**config.mk**
```make
export PLATFORM = sky130hd
export DESIGN_NAME = led_ctrl_multi_flat
export DESIGN_NICKNAME = d
export VERILOG_FILES = /design/src/rtl/led_ctrl_multi_if.sv /design/src/rtl/led_ctrl_multi.sv /design/src/flat_wrapper.sv
export SDC_FILE = /design/constraint.sdc
export NUM_CORES = 1
export LEC_CHECK = 0
export BUFFER_PORTS_ARGS = -buffer_cell sky130_fd_sc_hd__clkbuf_2
export CAP_MARGIN = 40
export CORE_ASPECT_RATIO = 0.75
export CORE_UTILIZATION = 59
export DETAILED_ROUTE_END_ITERATION = 7
export PLACE_DENSITY = 0.77
export SYNTH_ARGS = -nofsm -noshare
export SYNTH_HDL_FRONTEND = slang
export SYNTH_SLANG_ARGS = --single-unit
```
**constraint.sdc**
```tcl
create_clock -name CLK -period 3.9 [get_ports CLK]
set_clock_uncertainty 0.05 [all_clocks]
set_input_delay 0.195 -clock CLK [delete_from_list [all_inputs] [get_ports CLK]]
set_output_delay 0.195 -clock CLK [all_outputs]
set_load 0.03 [all_outputs]
```
**src/rtl/led_ctrl_multi_if.sv**
```systemverilog
// Pin-side bundle of the LED controller: raw button and brightness in,
// current mode and LED drive out.
interface led_ctrl_multi_if #(
  parameter int N_LED    = 2,
  parameter int PWM_BITS = 8
);
  logic                PB_SW;
  logic [PWM_BITS-1:0] DUTY;
  logic [1:0]          MODE;
  logic [N_LED-1:0]    LED;

  modport master (output PB_SW, DUTY, input MODE, LED);
  modport slave  (input PB_SW, DUTY, output MODE, LED);
endinterface

```
**src/rtl/led_ctrl_multi.sv**
```systemverilog
// Multi-mode LED driver: debounced push-button steps OFF/BLINK/CHASE/DIM,
// with blink/chase tick timing and PWM dimming. All outputs registered.
module led_ctrl_multi #(
  parameter int N_LED      = 2,
  parameter int DEB_CYCLES = 500000,
  parameter int BLINK_DIV  = 12500000,
  parameter int PWM_BITS   = 8
) (
  input  logic             CLK,
  input  logic             RESET,
  led_ctrl_multi_if.slave  io
);

  localparam int DW = $clog2(DEB_CYCLES);
  localparam int TW = $clog2(BLINK_DIV);
  localparam logic [DW-1:0]    DEB_LAST   = DW'(DEB_CYCLES - 1);
  localparam logic [TW-1:0]    TICK_LAST  = TW'(BLINK_DIV - 1);
  localparam logic [N_LED-1:0] CHASE_INIT = N_LED'(1);

  typedef enum logic [1:0] {
    OFF   = 2'd0,
    BLINK = 2'd1,
    CHASE = 2'd2,
    DIM   = 2'd3
  } mode_t;

  mode_t               mode, mode_next;
  logic                sync1, sync2;
  logic                deb, deb_q;
  logic [DW-1:0]       deb_cnt;
  logic [TW-1:0]       tick_cnt;
  logic [PWM_BITS-1:0] pwm_cnt;
  logic                phase;
  logic [N_LED-1:0]    chase, chase_rot;
  logic [N_LED-1:0]    led, led_next;
  logic                press, tick;

  assign press = deb_q & ~deb;
  assign tick  = (tick_cnt == TICK_LAST);
  // Shift-based rotate also covers N_LED == 1, where the vector stays put.
  assign chase_rot = (chase << 1) | (chase >> (N_LED - 1));

  always_ff @(posedge CLK or posedge RESET) begin
    if (RESET) begin
      sync1   <= 1'b1;
      sync2   <= 1'b1;
      deb     <= 1'b1;
      deb_q   <= 1'b1;
      deb_cnt <= '0;
    end else begin
      sync1 <= io.PB_SW;
      sync2 <= sync1;
      deb_q <= deb;
      if (sync2 == deb) begin
        deb_cnt <= '0;
      end else if (deb_cnt == DEB_LAST) begin
        deb     <= sync2;
        deb_cnt <= '0;
      end else begin
        deb_cnt <= deb_cnt + 1'b1;
      end
    end
  end

  always_ff @(posedge CLK or posedge RESET) begin
    if (RESET) mode <= OFF;
    else       mode <= mode_next;
  end

  always_comb begin
    mode_next = mode;
    if (press) begin
      unique case (mode)
        OFF:     mode_next = BLINK;
        BLINK:   mode_next = CHASE;
        CHASE:   mode_next = DIM;
        default: mode_next = OFF;
      endcase
    end
  end

  always_comb begin
    led_next = '0;
    unique case (mode)
      BLINK:   led_next = {N_LED{phase}};
      CHASE:   led_next = chase;
      DIM:     led_next = {N_LED{pwm_cnt < io.DUTY}};
      default: led_next = '0;
    endcase
  end

  // A press takes priority over a coincident tick: timing restarts cleanly.
  always_ff @(posedge CLK or posedge RESET) begin
    if (RESET) begin
      tick_cnt <= '0;
      phase    <= 1'b1;
      chase    <= CHASE_INIT;
      pwm_cnt  <= '0;
      led      <= '0;
    end else begin
      pwm_cnt <= pwm_cnt + 1'b1;
      led     <= led_next;
      if (press) begin
        tick_cnt <= '0;
        phase    <= 1'b1;
        chase    <= CHASE_INIT;
      end else if (tick) begin
        tick_cnt <= '0;
        phase    <= ~phase;
        chase    <= chase_rot;
      end else begin
        tick_cnt <= tick_cnt + 1'b1;
      end
    end
  end

  assign io.MODE = mode;
  assign io.LED  = led;

endmodule

```
**src/flat_wrapper.sv**
```systemverilog
// flat-port wrapper written by rule: the top's interface ports become plain ports
module led_ctrl_multi_flat 
#(
  parameter int N_LED      = 2,
  parameter int DEB_CYCLES = 500000,
  parameter int BLINK_DIV  = 12500000,
  parameter int PWM_BITS   = 8
)
  (CLK, RESET, io_PB_SW, io_DUTY, io_MODE, io_LED);
  led_ctrl_multi_if #(.N_LED(N_LED), .PWM_BITS(PWM_BITS)) io_i ();
  input  logic CLK;
  input  logic RESET;
  input wire logic [$bits(io_i.PB_SW)-1:0] io_PB_SW;
  input wire logic [$bits(io_i.DUTY)-1:0] io_DUTY;
  output wire logic [$bits(io_i.MODE)-1:0] io_MODE;
  output wire logic [$bits(io_i.LED)-1:0] io_LED;
  assign io_i.PB_SW = io_PB_SW;
  assign io_i.DUTY = io_DUTY;
  assign io_MODE = io_i.MODE;
  assign io_LED = io_i.LED;
  led_ctrl_multi #(.N_LED(N_LED), .DEB_CYCLES(DEB_CYCLES), .BLINK_DIV(BLINK_DIV), .PWM_BITS(PWM_BITS)) u_core (.CLK(CLK), .RESET(RESET), .io(io_i));
endmodule
```
==> impl_metrics.tcl <==
set metrics [dict create \
    fin_ws_ns 1.65 \
    clk_root_buffer_cell "clkbuf_8" \
    synthArstFlopShare_pct 100 \
    via_per_inst 5.22 \
    grt_pass1_vias 2038 \
    synth_edf_count 0 \
    clk_pin_slew_worst_paths_ns 0.07 \
    yosysTopAreaCell "dfrtp_1" \
    slew_viol_final 0 \
    grtUsageMet3_pct 8.92 \
    path_cells "nor4_1, nand4b_1, nor4_4, or2_1, buf_8, nor2_1" \
    whs_ns 0.321 \
    cp_slowest_cell "or2_1" \
    synth_common_cells "dfrtp_1, nor2_1, xnor2_1" \
    cts_num_sinks 62 \
    hold_class "reg -> reg" \
    cts_tree "built" \
    wire_per_inst_um 13.0 \
    avgSynthCellArea_um2 10.2 \
    synth_top_area_share_pct 45.2 \
    grtUsageMet2_pct 32.7 \
    synth.ff_latch_count 62 \
    ys_seq_area_share_pct 50.3 \
    cts_hold_buffers 2 \
    yosys_most_used_dff "dfrtp_1" \
    max_stage_delay_ns 0.48 \
    layoutNonFillerInstCount 404 \
    status "completed" \
    arrival_ns 2.42 \
    area_delta_synth_final_pct 12.0 \
    place_congestion 0.774 \
    cts_resized 0 \
    preCtsSetupSlack_ns 1.66 \
    period_needed_ns 2.25 \
    critical_path.startpoint "u_core.tick_cnt[8]" \
    numCtsBuffers 9 \
    overflow 0 \
    hold_depth 0 \
    synth_nets 330 \
    antenna_found_initial 0 \
    drc_errors 0 \
    startpoint_type "flip-flop" \
    ys_top_cells_by_area "dfrtp_1, xnor2_1, nor2_1" \
    r2r_start "u_core.tick_cnt[8]" \
    grt_pass1_wl_mm 9.24 \
    ios 15 \
    path_buf_inv 1 \
    drt_iter0_drc 127 \
    rrSetupSlack_ns 1.65 \
    grtUsageMet1_pct 30.8 \
    ir_drop_v 0.000229 \
    grt_start_max_net_pins 31 \
    std_cell_rows 22 \
    fin_util_pct 69.7 \
    drive_gt1_share_pct 14.8 \
    period_share_pct 57.7 \
    cts_buffer_depth 2 \
    hold_viol 0 \
    antenna_left 0 \
    hold_end "u_core.sync2" \
    clock.fmax_mhz 445 \
    cp.required_ns 4.08 \
    syn-cell-area_mm2 0.00310 \
    max_slew_margin_pct 49.5 \
    n_antenna_cell 0 \
    routed_wl_mm 5.24 \
    ys_types 39 \
    crit_family "simple AND/OR/NAND/NOR gates" \
    setup_tns_ns 0 \
    critPathMaxFanout 15 \
    die_h_um 64.8 \
    fin_nets 353 \
    syn_inst 304 \
    h-tree-depth 3 \
    worstReg2RegEnd "u_core.tick_cnt[6]" \
    initial_utilization_pct 62.2 \
    finalSetupViolations 0 \
    cp-end-kind "flip-flop" \
    clk_latency_ns 0.34 \
    die_w_um 85.7 \
    cts_setup_buffers 0 \
    core_mm2 0.00498 \
    n_fill_cell 392 \
    place.port_buffers 14 \
    vias 2110 \
    gr-max-usage-layer "met2" \
    yosys_warnings 0 \
    leakage_nw 1.60 \
    power_density_mw_per_mm2 359 \
    die-area_mm2 0.00555 \
    r2r_cells 6 \
    rsz0062_at_grt "false" \
    worst_pin_slew_ns 0.751 \
    crit_type "reg -> reg" \
    grt_usage_pct 22.7 \
    placed_cells 386 \
    max-cap-violations 0 \
    drt-pass1-iter-count 4 \
    hpwl_mm 3.75 \
    hp-start "u_core.sync1" \
]
## worst reg2reg max path: stages (launching register included)
cell and delay, ns:
dfrtp_1 0.42, nor4_1 0.30, nand4b_1 0.18, nor4_4 0.43, or2_1 0.48, buf_8 0.22
nor2_1 0.06
## per-stage QoR
| stage | instance area [um2] | total power [mW] |
|---|---|---|
| detailed placement | 3250 | 0.699 |
| CTS | 3470 | 1.27 |
| finish | 3470 | 1.25 |
| floorplan | 3100 | 0.685 |
| global placement | 3220 | 0.695 |
| global route | 3470 | 1.30 |
## area by class of cell
| class | instances | area (um2) | area share, % |
|---|---|---|---|
| flip-flops and latches | 62 | 1560 | 44.9 |
| multi-input cells | 216 | 1420 | 40.9 |
| clock buffers | 12 | 155 | 4.47 |
| repair buffers | 19 | 133 | 3.82 |
| well taps | 72 | 90.1 | 2.59 |
| inverters | 19 | 71.3 | 2.05 |
| clock inverters | 4 | 45.0 | 1.30 |
## layer usage
layer  wire, um  part of all wire (%)  up-vias
met1       2510                    48     1011
met2       2350                    45       47
li1           -                     -     1046
met5          0                     0        -
met4         68                   1.3        0
met3        312                   6.0        6
## power breakdown
group	leakage [nW]	internal, mW	total (mW)	switching, mW
logic	0.680	0.0135	0.0368	0.0233
registers	0.813	0.648	0.651	0.00342
clock network	0.106	0.327	0.558	0.232
total	1.60	0.988	1.25	0.258
## how the worst max path moves through the flow
stage / to / slack [ns] / cells after the start
global placement: u_core.tick_cnt[7] / 1.54 / 5
global route: u_core.tick_cnt[6] / 1.50 / 6
finish: u_core.tick_cnt[6] / 1.65 / 6
detailed placement: u_core.tick_cnt[6] / 1.66 / 6
floorplan: u_core.tick_cnt[15] / 2.05 / 7
CTS: u_core.tick_cnt[6] / 1.64 / 6
## kinds of logic (layout without fill, tap and decap cells)
family	count (synthesis)	in the layout	synth area share (%)
compound gates	13	13	2.79
xor+xnor	47	47	13.3
fa+ha+maj	15	15	6.06
buf+inv	26	54	3.92
flops	62	62	50.3
mux	3	3	1.01
simple gates	138	138	22.6
## state kept, by name (all words and copies together) (netlist names)
register and count:
u_core.sync2 1, u_core.pwm_cnt 8, u_core.io.LED 2, u_core.deb_q 1
u_core.sync1 1, u_core.deb_cnt 19, u_core.deb 1, u_core.chase 2
u_core.tick_cnt 24, u_core.phase 1, u_core.io.MODE 2
## placed cells by master (no fill, tap or decap), types with 2 or more instances in the layout
master         netlist  routed
a21oi_1              3       3
a22oi_1              2       2
and3_1               6       6
and4_1               4       4
clkbuf_2             0      14
clkbuf_8             0      11
clkinv_2             0       3
dfrtp_1             56      56
dfstp_2              6       6
dlygate4sd3_1        0       2
ha_1                15      15
inv_1               19      18
mux2i_1              2       2
nand2_1             19      19
nand2b_1             3       3
nand3_1             18      18
nand4_1              7       7
nor2_1              56      56
nor2_2               4       4
nor3_1               6       6
nor3_2               2       2
nor4b_1              2       2
o21ai_0              3       3
o21bai_1             2       2
or3_1                2       2
xnor2_1             30      30
xor2_1              17      17
No activity file was read; power rests on OpenSTA's default activity.
